===== src/rtl/image_mode_ctrl_if.sv =====
// Command channel into image_mode_ctrl: valid/ready handshake carrying a mode request
// or an auto-cycle request.
interface image_mode_ctrl_if;
   logic       cmd_valid_i;
   logic       cmd_ready_o;
   logic [7:0] cmd_mode_i;
   logic       cmd_auto_i;

   modport master (output cmd_valid_i, output cmd_mode_i, output cmd_auto_i,
                   input  cmd_ready_o);
   modport slave  (input  cmd_valid_i, input  cmd_mode_i, input  cmd_auto_i,
                   output cmd_ready_o);
endinterface


===== src/rtl/image_mode_ctrl.sv =====
// Frame-synchronous driver of the image_mode bus: mode changes land only on the vs
// falling edge so downstream blocks capturing on vs rise never see a mid-frame change.
module image_mode_ctrl #(
   parameter int NUM_MODES   = 4,
   parameter int AUTO_FRAMES = 120,
   parameter int FCNT_W      = 16
) (
   input  logic              clock,
   input  logic              reset,
   input  logic              vs_i,
   image_mode_ctrl_if.slave  cmd,
   output logic [7:0]        image_mode_o,
   output logic              pending_o,
   output logic              auto_o,
   output logic              err_o,
   output logic [FCNT_W-1:0] frame_cnt_o
);
   localparam int ACNT_W = (AUTO_FRAMES > 1) ? $clog2(AUTO_FRAMES) : 1;
   localparam logic [8:0]        NUM_MODES_W = 9'(NUM_MODES);
   localparam logic [7:0]        LAST_MODE   = 8'(NUM_MODES - 1);
   localparam logic [ACNT_W-1:0] LAST_CNT    = ACNT_W'(AUTO_FRAMES - 1);

   typedef enum logic [1:0] {IDLE, PEND, AUTO} state_t;

   state_t            state;
   logic              vs_d;
   logic [7:0]        pend_mode;
   logic [ACNT_W-1:0] auto_cnt;
   logic [7:0]        auto_tgt;
   logic              vs_rise, vs_fall, hs, mode_ok;

   assign vs_rise         = vs_i & ~vs_d;
   assign vs_fall         = ~vs_i & vs_d;
   assign cmd.cmd_ready_o = (state != PEND);
   assign hs              = cmd.cmd_valid_i & cmd.cmd_ready_o;
   assign mode_ok         = ({1'b0, cmd.cmd_mode_i} < NUM_MODES_W);
   assign pending_o       = (state == PEND);
   assign auto_o          = (state == AUTO);

   always_ff @(posedge clock) begin
      if (reset) begin
         state        <= IDLE;
         vs_d         <= vs_i;
         image_mode_o <= 8'd0;
         pend_mode    <= 8'd0;
         auto_cnt     <= '0;
         auto_tgt     <= 8'd0;
         err_o        <= 1'b0;
         frame_cnt_o  <= '0;
      end else begin
         vs_d  <= vs_i;
         err_o <= 1'b0;
         if (vs_rise) frame_cnt_o <= frame_cnt_o + FCNT_W'(1);
         // A command wins over a coincident vs_fall; it is applied on the next one.
         if (hs) begin
            if (cmd.cmd_auto_i) begin
               state    <= AUTO;
               auto_cnt <= '0;
               auto_tgt <= 8'd0;
            end else if (mode_ok) begin
               state     <= PEND;
               pend_mode <= cmd.cmd_mode_i;
            end else begin
               err_o <= 1'b1;
            end
         end else if (vs_fall) begin
            case (state)
               PEND: begin
                  image_mode_o <= pend_mode;
                  state        <= IDLE;
               end
               AUTO: begin
                  if (auto_cnt == '0) begin
                     image_mode_o <= auto_tgt;
                     auto_tgt     <= (auto_tgt == LAST_MODE) ? 8'd0 : auto_tgt + 8'd1;
                  end
                  auto_cnt <= (auto_cnt == LAST_CNT) ? '0 : auto_cnt + ACNT_W'(1);
               end
               default: ;
            endcase
         end
      end
   end
endmodule


===== src/flat_wrapper.sv =====
// flat-port wrapper written by rule: the top's interface ports become plain ports
module image_mode_ctrl_flat 
#(
   parameter int NUM_MODES   = 4,
   parameter int AUTO_FRAMES = 120,
   parameter int FCNT_W      = 16
)
  (clock, reset, vs_i, image_mode_o, pending_o, auto_o, err_o, frame_cnt_o, cmd_cmd_valid_i, cmd_cmd_mode_i, cmd_cmd_auto_i, cmd_cmd_ready_o);
  image_mode_ctrl_if cmd_i ();
  input  logic clock;
  input  logic reset;
  input  logic vs_i;
  output logic [7:0] image_mode_o;
  output logic pending_o;
  output logic auto_o;
  output logic err_o;
  output logic [FCNT_W-1:0] frame_cnt_o;
  input wire logic [$bits(cmd_i.cmd_valid_i)-1:0] cmd_cmd_valid_i;
  input wire logic [$bits(cmd_i.cmd_mode_i)-1:0] cmd_cmd_mode_i;
  input wire logic [$bits(cmd_i.cmd_auto_i)-1:0] cmd_cmd_auto_i;
  output wire logic [$bits(cmd_i.cmd_ready_o)-1:0] cmd_cmd_ready_o;
  assign cmd_i.cmd_valid_i = cmd_cmd_valid_i;
  assign cmd_i.cmd_mode_i = cmd_cmd_mode_i;
  assign cmd_i.cmd_auto_i = cmd_cmd_auto_i;
  assign cmd_cmd_ready_o = cmd_i.cmd_ready_o;
  image_mode_ctrl #(.NUM_MODES(NUM_MODES), .AUTO_FRAMES(AUTO_FRAMES), .FCNT_W(FCNT_W)) u_core (.clock(clock), .reset(reset), .vs_i(vs_i), .cmd(cmd_i), .image_mode_o(image_mode_o), .pending_o(pending_o), .auto_o(auto_o), .err_o(err_o), .frame_cnt_o(frame_cnt_o));
endmodule

===== config.mk =====
export PLATFORM = sky130hd
export DESIGN_NAME = image_mode_ctrl_flat
export DESIGN_NICKNAME = d
export VERILOG_FILES = /design/src/rtl/image_mode_ctrl_if.sv /design/src/rtl/image_mode_ctrl.sv /design/src/flat_wrapper.sv
export SDC_FILE = /design/constraint.sdc
export NUM_CORES = 1
export LEC_CHECK = 0
export ABC_AREA = 1
export CAP_MARGIN = 30
export CORE_MARGIN = 10
export CORE_UTILIZATION = 55
export DETAILED_ROUTE_END_ITERATION = 8
export GPL_TIMING_DRIVEN = 0
export HOLD_SLACK_MARGIN = 0.1
export PLACE_DENSITY = 0.92
export SETUP_SLACK_MARGIN = 0.02
export SYNTH_ARGS = -nofsm -noshare
export SYNTH_HDL_FRONTEND = slang
export SYNTH_SLANG_ARGS = --single-unit

===== constraint.sdc =====
create_clock -name clock -period 2.5 [get_ports clock]
set_clock_uncertainty 0.15 [all_clocks]
set_input_delay 0.625 -clock clock [delete_from_list [all_inputs] [get_ports clock]]
set_output_delay 0.625 -clock clock [all_outputs]
set_load 0.05 [all_outputs]

# Yosys cells after proc, flatten, opt, wreduce, memory -nomap -nowiden
# Cells that the tools add are included.
# word_totals
output_inout_bits	28
ff_bits	51
input_bits	13
# op_classes
n_reduce_logical	12
n_lt_le_gt_ge	1
muxes	19
eq_ne	8
n_addsub	3
n_bitwise	7
# op_table
op	n
8-bit two-way mux	7
7-bit two-way mux	5
16-bit by 1-bit adder with 16-bit output (second input constant)	1
8-bit case mux with 2 select lines	1
2-bit two-way mux	5
2-bit nonzero test	5
3-bit AND reduction	3
8-bit by 1-bit adder with 8-bit output (second input constant)	1
8-bit by 2-bit equality test with 1-bit output (second input constant)	1
8-bit by 3-bit < comparator with 1-bit output (second input constant)	1
4-bit AND reduction	2
7-bit by 1-bit adder with 7-bit output (second input constant)	1
7-bit equality test (second input constant)	1
7-bit zero test	1
2-bit by 1-bit != test with 1-bit output (second input constant)	2
1-bit NOT	4
1-bit bitwise AND	3
3-bit != test (second input constant)	1
3-bit OR reduction	1
2-bit by 1-bit equality test with 1-bit output (second input constant)	1
2-bit equality test (second input constant)	1
2-bit != test (second input constant)	1
1-bit two-way mux	1

# Logic depth before layout (Yosys ltp)
# logic_depth
word_depth	6
mapped_depth	11
ltp_nobuf	11

# Worst setup path before layout
# OpenSTA, ideal clock, no wires.
# synth_path
path_type	reg-to-reg
from	register u_core.frame_cnt_o[0]
to	register u_core.frame_cnt_o[12]
n_path_buf	0
path_stages_with_launch	7
path_slack_ps	640
t_arrival_ps	1593
period_less_slack_ps	1860
setup_time_ps	118
path_cell_list	dfxtp_1 ha_1 nand2_1 nor2_2 nand4_1 o21ai_0 nor2_1
# synth_via
elab_chain_cells	1
# synth_lines
item	line	text
from (decl)	image_mode_ctrl.sv:16	output logic [FCNT_W-1:0] frame_cnt_o
from (signal assigned)	image_mode_ctrl.sv:53	if (vs_rise) frame_cnt_o <= frame_cnt_o + FCNT_W'(1);
16-bit by 1-bit adder with 16-bit output	image_mode_ctrl.sv:53	
# No other way between the ends.
# A chain may end at the register's enable or synchronous reset.

# Worst setup path after layout
# layout_path
from	register u_core.frame_cnt_o[3]
to	output frame_cnt_o[3]
# layout_rtl
item	line	text
to (decl)	flat_wrapper.sv:17	output logic [FCNT_W-1:0] frame_cnt_o;
# No word-level cell between the ends.

==> metrics.log <==
INFO  metric status = complete, no violations
INFO  metric post_synthesis_cell_area = ~2500 µm²
INFO  metric design_power_total = 1.48 mW
INFO  metric slew_violations = 0
INFO  metric fraction_of_final_layout_cells_sized_beyond_drive_strength_1 = 9.76%
INFO  metric cts_buffers = 5
INFO  metric die-height = ~88 µm
INFO  metric grt_pass1_wl = 10,100 µm
INFO  metric worst_path_cell_chain = clkdlybuf4s50_1
INFO  metric power-per-cell-area = between 400 and 500 nW/µm²
INFO  metric start_kind = register
INFO  metric via_count = 2,413
INFO  metric insertion_delay = around 0.31 ns
INFO  metric cap_viol_max_count = 0
INFO  metric layoutNonFillerInstCount = 472
INFO  metric globalRouteOverflowTotal = 0
INFO  metric layout-area-overhead-vs-synth = 21.7%
INFO  metric grt.total_usage = around 16%
INFO  metric part_of_the_yosys_area_used_for_sequential_elements = between 40% and 50%
INFO  metric crit_path_max_incr_delay = ~0.86 ns
INFO  metric drt-initial-drc-count = about 140
INFO  metric synth.area.top_cells = sky130_fd_sc_hd__dfxtp_1, sky130_fd_sc_hd__nor2_1, sky130_fd_sc_hd__nand2_1
INFO  metric portBuffers = 39
INFO  metric path_class = register to primary output
INFO  metric syn-num-nets = 390
INFO  metric endpoint_kind = primary output
INFO  metric cts_hold_buffers = 0
INFO  metric std_cell_rows = 24
INFO  metric synth_area_per_cell = 6.82 µm²
INFO  metric final.setup.worst_slack = 0.113 ns
INFO  metric fin_area = 3100 µm²
INFO  metric data_required_time_at_the_worst_endpoint = 1.73 ns
INFO  metric syn-instance-count = 373
INFO  metric synth.distinct_cells = 30
INFO  metric synth_top_cell_by_area = sky130_fd_sc_hd__dfxtp_1
INFO  metric drt-vias-per-instance = 5.11
INFO  metric clock_tree.htree_level_count = 2
INFO  metric post_cts_buffers = 0
INFO  metric p_leak = ~1.2 nW
INFO  metric routabilityCongestion = ~0.89
INFO  metric finalCriticalPeriod = 2.39 ns
INFO  metric path_buf_inv = 1
INFO  metric measured_slew_at_the_worst_slew_check_pin = roughly 0.54 ns
INFO  metric number_of_global_route_vias_before_repair = 2,401
INFO  metric ios = 41
INFO  metric fin_nets = approximately 440
INFO  metric antenna_cells_inserted = 0
INFO  metric critical-path-slowest-cell = sky130_fd_sc_hd__clkdlybuf4s50_1
INFO  metric numClockSinks = 51
INFO  metric dp.cells = 464
INFO  metric buffer_depth_of_the_longest_clock_path = 2
INFO  metric worst_hold_slack = roughly 0.3 ns
INFO  metric routed_wl = 5920 µm
INFO  metric fillerInstances = 371
INFO  metric floorplan.initialDensity = 57.6%
INFO  metric cp_max_fo = 5
INFO  metric data_arrival_time_of_the_critical_path = 1.61 ns
INFO  metric grt_start_max_net_pins = 19
INFO  metric buffer_type_at_the_clock_tree_root = sky130_fd_sc_hd__clkbuf_8
INFO  metric path_depth = 1
INFO  metric tritoncts = yes
INFO  metric max-vdd-ir-drop = 362 µV
INFO  metric share_of_the_clock_period_used_by_the_worst_path_after_layout = 95.5%
INFO  metric rsz_0062_raised_after_global_routing = false
INFO  metric cts.clk_slew.worst_paths = 0.10 ns
INFO  metric setup_tns = 0 ns
INFO  metric depth_of_the_most_critical_reg_to_reg_path = 10
INFO  metric timing.final.setup_violations = 0
INFO  metric synth.ff_latch_count = 51
INFO  metric max-slew-margin-rel = 63.7%
INFO  metric yosys_warnings = 0
INFO  metric drt_pass1_iterations = 4
INFO  metric die_ar = about 7700 µm²
INFO  metric number_of_antenna_violations_at_the_first_check_in_global_routing = 0
INFO  metric post_cts.resized_instances = 2
INFO  metric finalHoldViolations = 0
INFO  metric design.core.area = between 4000 and 5000 µm²
INFO  metric finish.utilization = between 70% and 80%
INFO  metric dpl_cell_area = approximately 3000 µm²
INFO  metric placement.setup.worst_slack = 0.133 ns
INFO  metric drc = 0
INFO  metric hold_depth = 2
INFO  metric clock.fmax = roughly 0.42 GHz
INFO  metric cp_top_family = buffers and inverters
INFO  metric holdCritPathClass = register to register
INFO  metric die_w = around 90 µm
INFO  metric final_antenna_net_count = 0
INFO  metric yosys.area.top_type_share = 40.1%
INFO  metric routed_wire_length_per_instance = 12.5 µm
INFO  metric detailed_place_hpwl = 4530 µm
routing by layer:
metal  global-route usage (%)  share of wire (%)
met5                        0                  0
met1                     17.7                 40
met3                     5.11                8.7
met2                     26.9                 50
met4                     7.39               0.93
power breakdown:
group          internal (mW)  total [mW]  switching, mW
sequential             0.822       0.830        0.00833
combinational         0.0551       0.151         0.0957
clock                  0.206       0.502          0.296
total                   1.08        1.48          0.400
state kept, by name, summed over array words and instances (netlist names):
| register | cells |
|---|---|
| u_core.auto_cnt | 7 |
| u_core.auto_tgt | 8 |
| u_core.err_o | 1 |
| u_core.frame_cnt_o | 16 |
| u_core.image_mode_o | 8 |
| u_core.pend_mode | 8 |
| u_core.state | 2 |
| u_core.vs_d | 1 |
final timing paths:
| path | startpoint | to | slack, ns |
|---|---|---|---|
| setup reg to reg | u_core.auto_cnt[0] | u_core.auto_tgt[1] | 0.79 |
| setup / recovery | u_core.frame_cnt_o[3] | frame_cnt_o[3] | 0.11 |
| hold reg to reg | u_core.pend_mode[7] | u_core.pend_mode[7] | 0.30 |
| hold / removal | u_core.pend_mode[7] | u_core.pend_mode[7] | 0.30 |
cells in the mapped netlist, drive strengths merged:
cell	count
buf	9
o21ai	21
nor3	4
nand3	30
a21oi	21
and2	1
nand4	3
nand3b	2
dfxtp	51
xor2	2
and3	1
nand2	90
nor2	89
nor3b	1
inv	42
o21a	1
ha	4
o21bai	1
worst reg2reg max path, stage by stage (launching register included):
cell and delay, ns:
sky130_fd_sc_hd__dfxtp_1 0.42, sky130_fd_sc_hd__inv_1 0.07, sky130_fd_sc_hd__ha_1 0.19, sky130_fd_sc_hd__inv_1 0.05, sky130_fd_sc_hd__nor2_1 0.04, sky130_fd_sc_hd__nand3_2 0.11
sky130_fd_sc_hd__nand2_2 0.14, sky130_fd_sc_hd__nand2_4 0.15, sky130_fd_sc_hd__inv_2 0.07, sky130_fd_sc_hd__o21ai_0 0.16, sky130_fd_sc_hd__nor2_1 0.05
cells in the final DEF, fill, tap and decap left out, types with 2 or more instances in the layout:
cell,count
sky130_fd_sc_hd__nor2_1,85
sky130_fd_sc_hd__nand2_1,84
sky130_fd_sc_hd__dfxtp_1,51
sky130_fd_sc_hd__inv_1,36
sky130_fd_sc_hd__clkdlybuf4s50_1,36
sky130_fd_sc_hd__nand3_1,25
sky130_fd_sc_hd__o21ai_0,20
sky130_fd_sc_hd__a21oi_1,19
sky130_fd_sc_hd__inv_2,6
sky130_fd_sc_hd__clkbuf_8,5
sky130_fd_sc_hd__nand2_4,4
sky130_fd_sc_hd__nand3_2,4
sky130_fd_sc_hd__ha_1,4
sky130_fd_sc_hd__buf_2,3
sky130_fd_sc_hd__nor2_2,3
sky130_fd_sc_hd__nand4_1,3
sky130_fd_sc_hd__buf_1,3
sky130_fd_sc_hd__buf_6,3
sky130_fd_sc_hd__nand2_2,2
sky130_fd_sc_hd__nor3_2,2
sky130_fd_sc_hd__nand3b_1,2
sky130_fd_sc_hd__nor3_1,2
sky130_fd_sc_hd__xor2_1,2
sky130_fd_sc_hd__a21oi_2,2
sky130_fd_sc_hd__inv_6,2
layout make-up:
class	instances	area, µm²	share of cell area [%]
multi-input cells	271	1310	42.2
flip-flops and latches	51	1020	33.0
repair buffers	39	392	12.7
inverters	42	158	5.09
clock buffers	5	68.8	2.22
well taps	52	65.1	2.10
plain buffers	9	60.1	1.94
clock inverters	3	26.3	0.849
cells by family (layout without fill, tap and decap cells):
kind of cell               after synthesis  in the layout  share of synthesized area [%]
DFF                                     51             51                           40.1
buffers and inverters                   51             98                           8.56
AOI/OAI and AO/OA                       44             44                           9.59
and+or+nand+nor                        221            221                           39.1
adders and majority gates                4              4                           1.97
xor gates and xnor gates                 2              2                          0.689
(Power assumes the default switching activity.)
